--- src/rtl/fetch_queue.sv ---
// fetch_queue: instruction fetch engine feeding a small FIFO of fetched words.
//
// A three-state controller (IDLE / WAIT / DISCARD) keeps at most one memory
// read in flight. Each returned word is queued together with the address it
// was fetched from. A redirect flushes the queue and restarts fetching at a
// new address. If a redirect arrives while a read is still outstanding, that
// read's late response is thrown away in DISCARD.
//
// Ports:
//   clk, reset          single clock; synchronous active-high reset
//   redirect/redirectPc taken branch/jump and its target address
//   memReq/memAddr      one-cycle read request to instruction memory
//   memValid/memData    read response (honoured only in WAIT/DISCARD)
//   instValid/instOut/pcOut  queue head (instruction word and its address)
//   instReady           consumer accepts the head this cycle
module fetch_queue #(
    parameter int DBITS    = 32,
    parameter int START_PC = 64,
    parameter int DEPTH    = 4
) (
    input  logic             clk,
    input  logic             reset,
    input  logic             redirect,
    input  logic [DBITS-1:0] redirectPc,
    output logic             memReq,
    output logic [DBITS-1:0] memAddr,
    input  logic             memValid,
    input  logic [DBITS-1:0] memData,
    output logic             instValid,
    output logic [DBITS-1:0] instOut,
    output logic [DBITS-1:0] pcOut,
    input  logic             instReady
);
    localparam int AW = $clog2(DEPTH);
    localparam logic [AW:0] FULL = (AW+1)'(DEPTH);

    typedef enum logic [1:0] {IDLE, WAIT, DISCARD} state_t;

    state_t           state;
    logic [DBITS-1:0] fetch_pc;
    logic [DBITS-1:0] req_pc;     // address of the read currently in flight
    logic [DBITS-1:0] pc_mem   [DEPTH];
    logic [DBITS-1:0] data_mem [DEPTH];
    logic [AW-1:0]    rd_ptr, wr_ptr;
    logic [AW:0]      count;
    logic             push, pop;

    // A new request is issued only while the queue has room. A word that is
    // pushed therefore always has a free slot waiting for it.
    assign memReq    = !reset && (state == IDLE) && (count < FULL) && !redirect;
    assign memAddr   = fetch_pc;
    assign instValid = !reset && (count != '0);
    assign instOut   = data_mem[rd_ptr];
    assign pcOut     = pc_mem[rd_ptr];

    // A response that coincides with a redirect belongs to the old path.
    assign push = (state == WAIT) && memValid && !redirect;
    assign pop  = instValid && instReady;

    always_ff @(posedge clk) begin
        if (reset) begin
            state    <= IDLE;
            fetch_pc <= DBITS'(START_PC);
            count    <= '0;
            rd_ptr   <= '0;
            wr_ptr   <= '0;
        end else begin
            case (state)
                IDLE: begin
                    if (memReq) begin
                        req_pc   <= fetch_pc;
                        fetch_pc <= fetch_pc + DBITS'(4);
                        state    <= WAIT;
                    end
                end
                WAIT: begin
                    if (memValid)
                        state <= IDLE;
                    else if (redirect)
                        state <= DISCARD;   // response still owed; drop it later
                end
                DISCARD: begin
                    if (memValid)
                        state <= IDLE;
                end
                default: state <= IDLE;
            endcase

            // memReq is low whenever redirect is high, so this never
            // collides with the increment above.
            if (redirect)
                fetch_pc <= redirectPc;

            // A flush wins over any pop or push in the same cycle.
            if (redirect) begin
                count  <= '0;
                rd_ptr <= '0;
                wr_ptr <= '0;
            end else begin
                if (push) begin
                    pc_mem[wr_ptr]   <= req_pc;
                    data_mem[wr_ptr] <= memData;
                    wr_ptr           <= wr_ptr + 1'b1;
                end
                if (pop)
                    rd_ptr <= rd_ptr + 1'b1;
                case ({push, pop})
                    2'b10:   count <= count + 1'b1;
                    2'b01:   count <= count - 1'b1;
                    default: count <= count;
                endcase
            end
        end
    end
endmodule
--- config.mk ---
export PLATFORM = sky130hd
export DESIGN_NAME = fetch_queue
export DESIGN_NICKNAME = d
export VERILOG_FILES = /design/src/rtl/fetch_queue.sv
export SDC_FILE = /design/constraint.sdc
export NUM_CORES = 1
export LEC_CHECK = 0
export CORE_UTILIZATION = 55
export DETAILED_ROUTE_END_ITERATION = 10
export PLACE_DENSITY = 0.89
export RECOVER_POWER = 50
export SETUP_SLACK_MARGIN = 0.2
export SLEW_MARGIN = 0
export SYNTH_ARGS = -nofsm -noshare
export SYNTH_HDL_FRONTEND = slang
export SYNTH_SLANG_ARGS = --single-unit
--- constraint.sdc ---
create_clock -name clk -period 4.34 [get_ports clk]
set_input_delay 0.868 -clock clk [delete_from_list [all_inputs] [get_ports clk]]
set_output_delay 0.868 -clock clk [all_outputs]
set_load 0.01 [all_outputs]
[After elaboration in Yosys (flattened, before gate mapping)]
Memories as Yosys holds them, arrays and structs flattened. A register that Yosys moved wholly into a read port is not among the register bits.
Cells that the tools add are included.
Word-level totals
  bits in registers: 73
  memory bits (writable): 256
  bits of input ports: 69
  logic and storage cells: 57
  memories kept: 2
  output and inout port bits: 98
Cells by class
  reduce and logical (&&, ||, !) cells: 18
  mux-type cells: 17
  magnitude comparators: 1
  $add $sub $neg: 5
  equal/unequal tests: 7
  bitwise logic cells: 1
Memory list
  data_mem: words 4, width 32, rd ports 1, clocked after memory_dff 1, write ports 1, RTL line 43  | logic [DBITS-1:0] data_mem [DEPTH];
  pc_mem: words 4, width 32, rd ports 1, clocked after memory_dff 1, write ports 1, RTL line 42  | logic [DBITS-1:0] pc_mem [DEPTH];
Operators by type and width (number)
  32-bit two-way mux: 3
  32-bit by 3-bit adder with 32-bit output, second input constant: 1
  2-bit two-way mux: 8
  1-bit logical AND: 7
  2-bit case mux with 3 select lines: 1
  3-bit case mux with 2 select lines: 1
  3-bit AND reduction: 2
  2-bit nonzero test: 3
  2-bit by 1-bit adder with 2-bit output, second input constant: 2
  2-bit by 1-bit == test with 1-bit output, second input constant: 2
  2-bit == test, second input constant: 2
  1-bit two-way mux: 4
  2-bit != test, second input constant: 2
  3-bit by 1-bit adder with 3-bit output, second input constant: 1
  3-bit < comparator, second input constant: 1
  3-bit != test, second input constant: 1
  3-bit nonzero test: 1
  3-bit by 1-bit subtractor with 3-bit output, second input constant: 1
  1-bit zero test: 2
  2-bit zero test: 1
  2-bit AND reduction: 1
  2-bit OR reduction: 1
  1-bit inverter: 1

[Logic depth before layout (Yosys ltp)]
Gate-level depths: netlist of the first run.
  word-level depth: 7
  gate-level depth with buffers: 10
  mapped depth without buffers: 8

[Least setup slack after synthesis of the first run]
No wires, ideal clock.
  kind: input port to flip-flop
  start point: in redirect
  end point: reg req_pc[0], enable pin
  cell stages on the path: 3
  data required time: 3.879 ns
  data arrival time: 3.555 ns
  path buffers: 1
  library setup time: 0.461 ns
  setup slack: 0.324 ns
  cell sequence: or3_1 clkbuf_1 nor3_1
On the way
  word-level cells in the longest chain between the ends: 3
RTL lines
  from (decl): RTL line 23  | input logic redirect,
  1-bit zero test: RTL line 50  | assign memReq = !reset && (state == IDLE) && (count < FULL) && !redirect;
  1-bit logical AND: RTL line 50
  3-bit AND reduction (no source line)
  to (signal assigned): RTL line 71  | req_pc <= fetch_pc;
  to (decl): RTL line 41  | logic [DBITS-1:0] req_pc;
No other way between the ends.
A chain may end at the register's enable or synchronous reset.

[Final worst setup path of the first run]
  start point: in redirect
  end point: reg count[2]
On the way
  word-level cells in the longest chain between the ends: 4
  elaborated cells between the ends (all ways): 7
  those cells by class: 2 x eq/ne; 1 x mux; 4 x reduce/logical
RTL lines
  1-bit zero test: RTL line 57  | assign push = (state == WAIT) && memValid && !redirect;
  1-bit logical AND: RTL line 57
  2-bit by 1-bit == test with 1-bit output / 2-bit == test (equally long branches): RTL line 107  | case ({push, pop})
  3-bit case mux with 2 select lines / 2-bit nonzero test (equally long branches)
  to (signal assigned): RTL line 108  | 2'b10: count <= count + 1'b1;
  to (signal assigned): RTL line 109  | 2'b01: count <= count - 1'b1;
  to (signal assigned): RTL line 110  | default: count <= count;
  to (decl): RTL line 45  | logic [AW:0] count;
Parallel ways exist; a longest one is shown, timed or not.

==> results of run 1 <==
[worst max-delay path: stages]
cell and delay, ns:
dlygate4sd3_1 0.55, clkbuf_1 1.07, clkinv_1 0.27, nand3_1 0.18, ha_1 0.19, inv_1 0.06
fa_1 0.38, xor2_1 0.16, or3_1 0.31, a21oi_1 0.14
[power by group through the flow]
stage	Clock (W)	Sequential [W]	Combinational [W]
2_1_floorplan	0	0.00361	0.0000914
3_3_place_gp	0	0.00363	0.000251
3_5_place_dp	0	0.00363	0.000255
4_1_cts	0.00284	0.00356	0.000258
5_1_grt	0.00296	0.00357	0.000266
6_report	0.00280	0.00356	0.000249
[layout make-up]
type | instances | area share [%]
inverters | 13 | 0.3083
flip-flops and latches | 331 | 60.12
multi-input cells | 298 | 18.76
well taps | 285 | 2.253
clock inverters | 16 | 0.6640
clock buffers | 45 | 6.229
repair buffers | 185 | 11.67
[path summary, 6_finish.rpt]
| kind | start | endpoint | depth (start not counted) |
|---|---|---|---|
| worst max-delay path | redirect | count[2]$_SDFFE_PP0P_ | 10 |
| worst min-delay path | wr_ptr[1]$_SDFFE_PP0P_ | wr_ptr[1]$_SDFFE_PP0P_ | 2 |
| worst max register to register | state[1]$_SDFFE_PP0P_ | req_pc[22]$_DFFE_PP_ | 3 |
| worst min register to register | wr_ptr[1]$_SDFFE_PP0P_ | wr_ptr[1]$_SDFFE_PP0P_ | 2 |
[layer usage]
| metal | wire, µm | track usage [%] |
|---|---|---|
| met1 | 10660 | 31.82 |
| met2 | 12770 | 37.25 |
| met3 | 2472 | 5.130 |
| met4 | 614 | 8.429 |
| met5 | 0 | 0 |
[cells by family after synthesis]
logic type,share of synthesized area [%]
flops,75.15
simple gates,6.516
mux,11.63
compound gates,3.451
buf+inv,1.463
xor+xnor,1.038
fa+ha+maj,0.7515
[cells in the final DEF, fill, tap and decap left out, types with 4 or more instances in the layout]
master / synthesis / layout
a21oi_1: 12 / 12
clkbuf_16: 0 / 37
a211oi_1: 10 / 10
buf_12: 0 / 4
dlygate4sd3_1: 0 / 48
mux4_2: 64 / 64
dfxtp_1: 43 / 41
and4_1: 6 / 6
nor3_1: 9 / 9
nand3_1: 10 / 10
o31ai_1: 4 / 4
clkinv_1: 0 / 8
a311oi_1: 9 / 9
or4_1: 7 / 7
xnor2_1: 9 / 9
o21ai_0: 7 / 7
and2_4: 0 / 4
edfxtp_1: 288 / 288
nor2_1: 34 / 34
nand4_1: 14 / 14
nor4_1: 12 / 12
inv_1: 12 / 12
buf_4: 0 / 13
nand2_1: 22 / 22
clkinv_2: 0 / 6
xor2_1: 6 / 6
and3_1: 7 / 7
clkbuf_1: 24 / 7
or3_1: 7 / 7
clkdlybuf4s50_1: 0 / 118
ha_1: 6 / 6
[metrics by stage]
stage	hold WS, ns	total power, W	util (%)	instances	area, µm²
2_1_floorplan	0.4587	0.003702	-	677	12650
3_3_place_gp	0.4704	0.003876	65.35	1112	14750
3_5_place_dp	0.4834	0.003883	65.35	1112	14750
4_1_cts	0.4956	0.006660	70.18	1173	15840
5_1_grt	0.4981	0.006794	70.13	1173	15830
6_report	0.4970	0.006611	70.13	1173	15830
[sequential cells by signal (all words and copies together), names as in the netlist, named ones only]
| register | flops |
|---|---|
| data_mem | 128 |
| pc_mem | 128 |
| memAddr | 32 |
| req_pc | 32 |
| count | 3 |
| rd_ptr | 2 |
| state | 2 |
| wr_ptr | 2 |
==> summary by stage, run 1 <==
Drt
The overall routed net length is 26.53 mm. The via density per instance is 6.093. The number of antenna-violating nets in the routed design is 0. The pre-antenna-repair detailed-routing pass consisted of 5 iterations. In the routed design, unresolved DRC markers number 0.

For this block, the via count after detailed routing is slightly above 7000. The initial DRC count is roughly 750. The routed length per instance is 22.61 µm.

Synth
Averaged over all synthesized cells, the footprint is 18.69 µm². Yosys instantiated no cell more often than edfxtp_1. Sequential cells were found to cover 75.15% of the synthesized design area.

By area the synthesized netlist is led by edfxtp_1 68%, mux4_2 11%, dfxtp_1 6.8%. The synthesized design contains 331 register bits. The post-synthesis cell count is 677. The top cell type by area accounts for 68.35% of the synthesized area.

Yosys printed 0 warnings. Among all flip-flop cells after synthesis, the most frequent one is edfxtp_1. By count the netlist is led by 288 x edfxtp_1, 64 x mux4_2, 43 x dfxtp_1. The count of flip-flops with a built-in enable after synthesis is approximately 290. For this run, asynchronously set or reset flops after synthesis account for 0%. The area of the mapped netlist is 12650 µm². The synthesized netlist net count is 753. Counting distinct cell types in the post-synthesis netlist gives 49. The largest total area in the synthesized netlist belongs to edfxtp_1.

STA
The max-slew violation count is 33. The worst max-slew margin expressed relative to the limit is -27.43%. The final hold violation count is 0. The final worst setup slack is 0.6109 ns. Derived from the worst setup path, the maximum achievable clock frequency is 268.2 MHz. For the finished layout, the period the worst path requires is 3.729 ns.

In the final timing run, aggregate negative setup slack is 0 ns. The final critical-path share of the clock period is about 86%. Across the routed clock network, the largest skew measured is about 0.018 ns. Setup violations remaining at the end of the flow were counted as 0. At the pin with the least slew margin, the transition time is ~1.9 ns. Setup repair after global routing left no endpoint under its margin.

Layout
The fraction of final layout cells with drive strength greater than 1 is 15.54%. The number of nets in the layout is between 900 and 1000. The area growth from synthesis to final layout is 25.10%. The repair_antennas step left the layout with diodes totalling 0. The area taken by multi-input logic gates is slightly below 3000 µm². The area of all sequential standard cells is 9517 µm². The number of filler instances in the final layout is 1367.

Pwr
The total power per unit cell area is 417.7 nW/µm². The internal portion of the total power is 0.005287 W. The maximum VDD drop is 0.2294 mV.

The switching power as a share of total power is 20.03%. The sequential power share is roughly 54%. For this design the static power due to leakage is about 5.1 nW. The clock network is responsible for 42.3% of the overall power. For this design the total switching power over the nets is 0.001324 W. The power share of the combinational group is 3.8%.

Clock network
The number of gates resized after CTS was 0. Buffers added to address setup during post-CTS repair amount to 0. For this design, the CTS-stage hold fixing added 0 buffers. Clock latency on the worst-skew pair, taken at its later pin, is 0.51 ns. The tree built by TritonCTS fans out to 331 sinks. The clock edge transition at the registers on the reported setup and hold paths is around 0.060 ns. The clock tree from TritonCTS is built. The master cell of the clock root buffer is clkbuf_16.

The TritonCTS buffer count is 34. The clock passes through at most 3 buffers. The number of H-tree levels is 2.

Worst setup path
The worst setup path is of the in -> reg kind. Along the worst path, the maximum fanout reaches 29. The kind of launch point of the worst setup path is a primary input. For flop-to-flop paths, the worst setup slack is 1.40 ns. Data on the critical path is required at its endpoint by 4.78 ns. The type of destination of the critical path is a register. Data on the critical path arrives at its endpoint at 4.17 ns.

Die
The die width is 153.7 µm. The floorplan step defined a die boundary enclosing 23620 µm². In this run the standard cell core region covers approximately 23000 µm². The starting utilization of the core area is 56.06%. Measured along the y axis, the die boundary spans 153.7 µm.

The floorplan has 55 rows. The I/O pin count is 167.

Placement
The half-perimeter wire length after detailed placement is 16.83 mm. The final estimated routing congestion in global placement is 0.8959. The number of I/O port buffers is 166.

The post-placement worst setup slack is 0.8128 ns.

Run
The number of max-capacitance violations reported is 1.

GRT
The first-pass GRT wire length is 41.44 mm. The remaining global-route overflow is 0. Global routing used 23.28% of the available tracks across all layers. The pin count of the biggest net entering global routing is 44.

The number of global-route vias before repair is 7275. The initial antenna violation count was 0.

Outcome
The checks that failed: max-capacitance violations, max-slew violations. The flow ran to the end, but the final reports show violations.

Worst hold path
The worst min-delay path class is reg -> reg.
Power figures use the tool's default switching activity.
==> inputs of run 2 (changes only) <==
--- a/config.mk
+++ b/config.mk
@@ -10,6 +10,7 @@
 export PLACE_DENSITY = 0.89
 export RECOVER_POWER = 50
 export SETUP_SLACK_MARGIN = 0.2
+export SKIP_LAST_GASP = 1
 export SLEW_MARGIN = 0
 export SYNTH_ARGS = -nofsm -noshare
 export SYNTH_HDL_FRONTEND = slang
==> results of run 2 <==
Final layout, timing and power as in run 1 (identical DEF).
==> inputs of run 3 (changes only) <==
--- a/config.mk
+++ b/config.mk
@@ -5,6 +5,7 @@
 export SDC_FILE = /design/constraint.sdc
 export NUM_CORES = 1
 export LEC_CHECK = 0
+export CORE_MARGIN = 8
 export CORE_UTILIZATION = 55
 export DETAILED_ROUTE_END_ITERATION = 10
 export PLACE_DENSITY = 0.89
==> run 3 against run 2 <==
- the flow still finishes with violations (max-capacitance violations, max-slew violations)
- count of clock-buffer cells in the layout is 7 lower
- flip-flop and latch count stayed put
- clock skew is 0.0022 ns lower
- setup slack worse by 0.011 ns
- combinational power hardly changed
==> summary by stage, run 3 (same netlist as run 1, synthesis figures left out) <==
Drt
The overall routed net length was 27.31 mm (was 26.53 mm). The highest metal layer with signal wires is met4 (unchanged). The routed wire length on met2 is 13.11 mm (was 12.77 mm).

The number of remaining DRC errors is 0 (unchanged). The met3 wire length is 2.282 mm (was 2.472 mm). The number of antenna-violating nets in the routed design is 0 (unchanged).

The initial DRC count came to 773 (was 745). The routed length on met1 is 11.45 mm (was 10.66 mm). The number of vias after detailed routing is 7081 (was 7147). The number of iterations in the first detailed-routing pass is 5 (unchanged).

The routed length per instance is 23.40 µm (was 22.61 µm). The via density per instance is 6.068 (was 6.093).

Die
The starting utilization of the core area was 55.89% (was 56.06%). The floorplan row count is 55 (unchanged). The I/O pin count is 167 (unchanged). The area of the die is 28110 µm² (was 23620 µm²). The y dimension of the die was 167.7 µm (was 153.7 µm). The placeable core region is 22640 µm² (was 22570 µm²).

The die width is 167.7 µm (was 153.7 µm).

Clock network
The TritonCTS buffer count is 31 (was 34). The number of buffers added to fix hold violations after cts is 0 (unchanged). The number of H-tree levels is 1 (was 2). The clock sink total came to 331 (unchanged).

The clock tree from TritonCTS is built (unchanged). The post-CTS resize count is 0 (unchanged). The number of buffers inserted by post-CTS setup repair was 0 (unchanged). The clock edge transition at the registers on the reported setup and hold paths was 0.06 ns (about the same).

The maximum number of buffers from clock root to sink came to 3 (unchanged). The master cell of the clock root buffer is clkbuf_16 (unchanged). The latest clock arrival within the worst-skew pair came to 0.53 ns (was 0.51 ns).

Worst setup path
The buffers plus inverters on the worst setup path is 4 (unchanged). The delay contributed by the slowest stage of the critical path came to 1.08 ns (was 1.07 ns). The data required time of the critical path was 4.79 ns (was 4.78 ns). The kind of launch point of the worst setup path is a primary input (unchanged). The type of destination of the critical path is a register (unchanged). The maximum fanout count along the critical path was 29 (unchanged). The number of logic stages on the critical path including buffering is 10 (unchanged). The depth of the worst register-to-register path came to 3 (unchanged).

The path type of the worst setup path is in -> reg (unchanged). The critical path's top delay family is buffers and inverters (unchanged). The critical path arrival is 4.19 ns (was 4.17 ns). The worst-path cell with the longest stage delay is clkbuf_1 (unchanged). Cells traversed along the worst timing path: dlygate4sd3_1, clkbuf_1, clkinv_1, nand3_1, ha_1, inv_1, fa_1, xor2_1, or3_1, a21oi_1 (unchanged).

STA
The measured slew at the worst slew-check pin came to 1.918 ns (was 1.912 ns). The top achievable clock speed came to 267.4 MHz (was 268.2 MHz). The minimum clock period was 3.740 ns (was 3.729 ns).

The final hold violation count is 0 (unchanged). RSZ-0062 raised after global routing: no (unchanged). The final total negative setup slack came to 0 ns (unchanged).

The worst max-slew margin expressed relative to the limit is -27.85% (was -27.43%). The number of failing setup endpoints in the final timing report is 0 (unchanged). The max-slew violation count came to 33 (unchanged). The worst-case clock skew was 0.01618 ns (was 0.01842 ns). The final critical-path share of the clock period came to 86.18% (was 85.92%).

Pwr
The maximum VDD drop is 0.2292 mV (was 0.2294 mV). The overall power after layout is 0.006568 W (was 0.006611 W). The static leakage power is 5.006 nW (was 5.052 nW). The total power per unit cell area was 416.0 nW/µm² (was 417.7 nW/µm²).

Layout
The cell area after layout is 15790 µm² (was 15830 µm²). Commonest cells after routing, fill and taps aside: 288 x edfxtp_1, 116 x clkdlybuf4s50_1, 64 x mux4_2 (was 288 x edfxtp_1, 118 x clkdlybuf4s50_1, 64 x mux4_2). The fraction of final layout cells with drive strength greater than 1 is 14.97% (was 15.54%). The number of filler instances in the final layout is 1391 (was 1367). The area taken by multi-input logic gates is 2969 µm² (unchanged). Registers with the most flip-flops: data_mem (128), pc_mem (128) (unchanged).

The number of nets in the layout was 934 (was 939). The area growth from synthesis to final layout is 24.78% (was 25.10%). The count of inserted antenna diode cells is 0 (unchanged). The area of all sequential standard cells is 9517 µm² (unchanged). The most common cell after layout, fill and taps aside is edfxtp_1 (unchanged).

Placement
The final estimated routing congestion in global placement is 0.9682 (was 0.8959). The post-detailed-placement cell area is 14750 µm² (about the same). The half-perimeter wire length after detailed placement came to 17.76 mm (was 16.83 mm). The number of I/O port buffers was 166 (unchanged).

GRT
The remaining global-route overflow is 0 (unchanged). The pin count of the biggest net entering global routing is 44 (unchanged). The number of global-route vias before repair is 7304 (was 7275). The global routing usage summed across all routing layers is 19.00% (was 23.28%).

The initial antenna violation count was 0 (unchanged). The first-pass GRT wire length is 41.84 mm (was 41.44 mm).

Outcome
Violated checks: max-capacitance violations, max-slew violations (unchanged). Run status: finished with violations (unchanged).

Run
The number of max-capacitance violations reported was 1 (unchanged).

Worst hold path
The worst min-delay path class is reg -> reg (unchanged). The number of cells on the worst hold path is 0 (was 2).
[run 3: cell count changes in the layout (fill, tap and decap cells not counted), moves of 3 or more]
cell,change
buf_4,-3
bufinv_16,+5
clkbuf_16,-6
clkbuf_8,-3
clkinv_2,-3
clkinvlp_4,+4
[run 3: area by class of cell]
type,count,share of cell area [%]
Sequential cell,331,60.27
Inverter,13,0.3091
Clock inverter,19,1.593
Timing Repair Buffer,183,11.68
Clock buffer,38,5.080
Multi-Input combinational cell,298,18.80
Tap cell,285,2.258
[run 3: layer usage]
metal	vias to the layer above	global-route usage (%)
li1	3131	-
met1	3574	25.47
met2	338	31.19
met3	38	4.609
met4	0	4.425
met5	-	0
[run 3: final timing paths]
| check | startpoint | to | slack, ns |
|---|---|---|---|
| setup / recovery | redirect | count[2]$_SDFFE_PP0P_ | 0.60 |
| hold / removal | req_pc[0]$_DFFE_PP_ | pc_mem[2][0]$_DFFE_PP_ | 0.50 |
| setup reg to reg | state[1]$_SDFFE_PP0P_ | req_pc[30]$_DFFE_PP_ | 1.47 |
| hold reg to reg | req_pc[0]$_DFFE_PP_ | pc_mem[2][0]$_DFFE_PP_ | 0.50 |
[run 3: power breakdown]
| part | switching (W) | total (W) | internal (W) |
|---|---|---|---|
| logic | 0.000122 | 0.000252 | 0.000129 |
| clock network | 0.00109 | 0.00276 | 0.00167 |
| registers | 0.0000630 | 0.00356 | 0.00350 |
| total | 0.00127 | 0.00657 | 0.00529 |
[run 3: per-stage QoR]
step                      cells  setup slack, ns  utilization (%)  hold slack, ns
after floorplan             677           0.3240                -          0.4587
after global placement     1110           0.8192            65.14          0.4702
after detailed placement   1110           0.7342            65.14          0.4811
after CTS                  1167           0.8048            69.79          0.4954
after global routing       1167           0.4894            69.74          0.5094
final                      1167           0.5999            69.74          0.4969
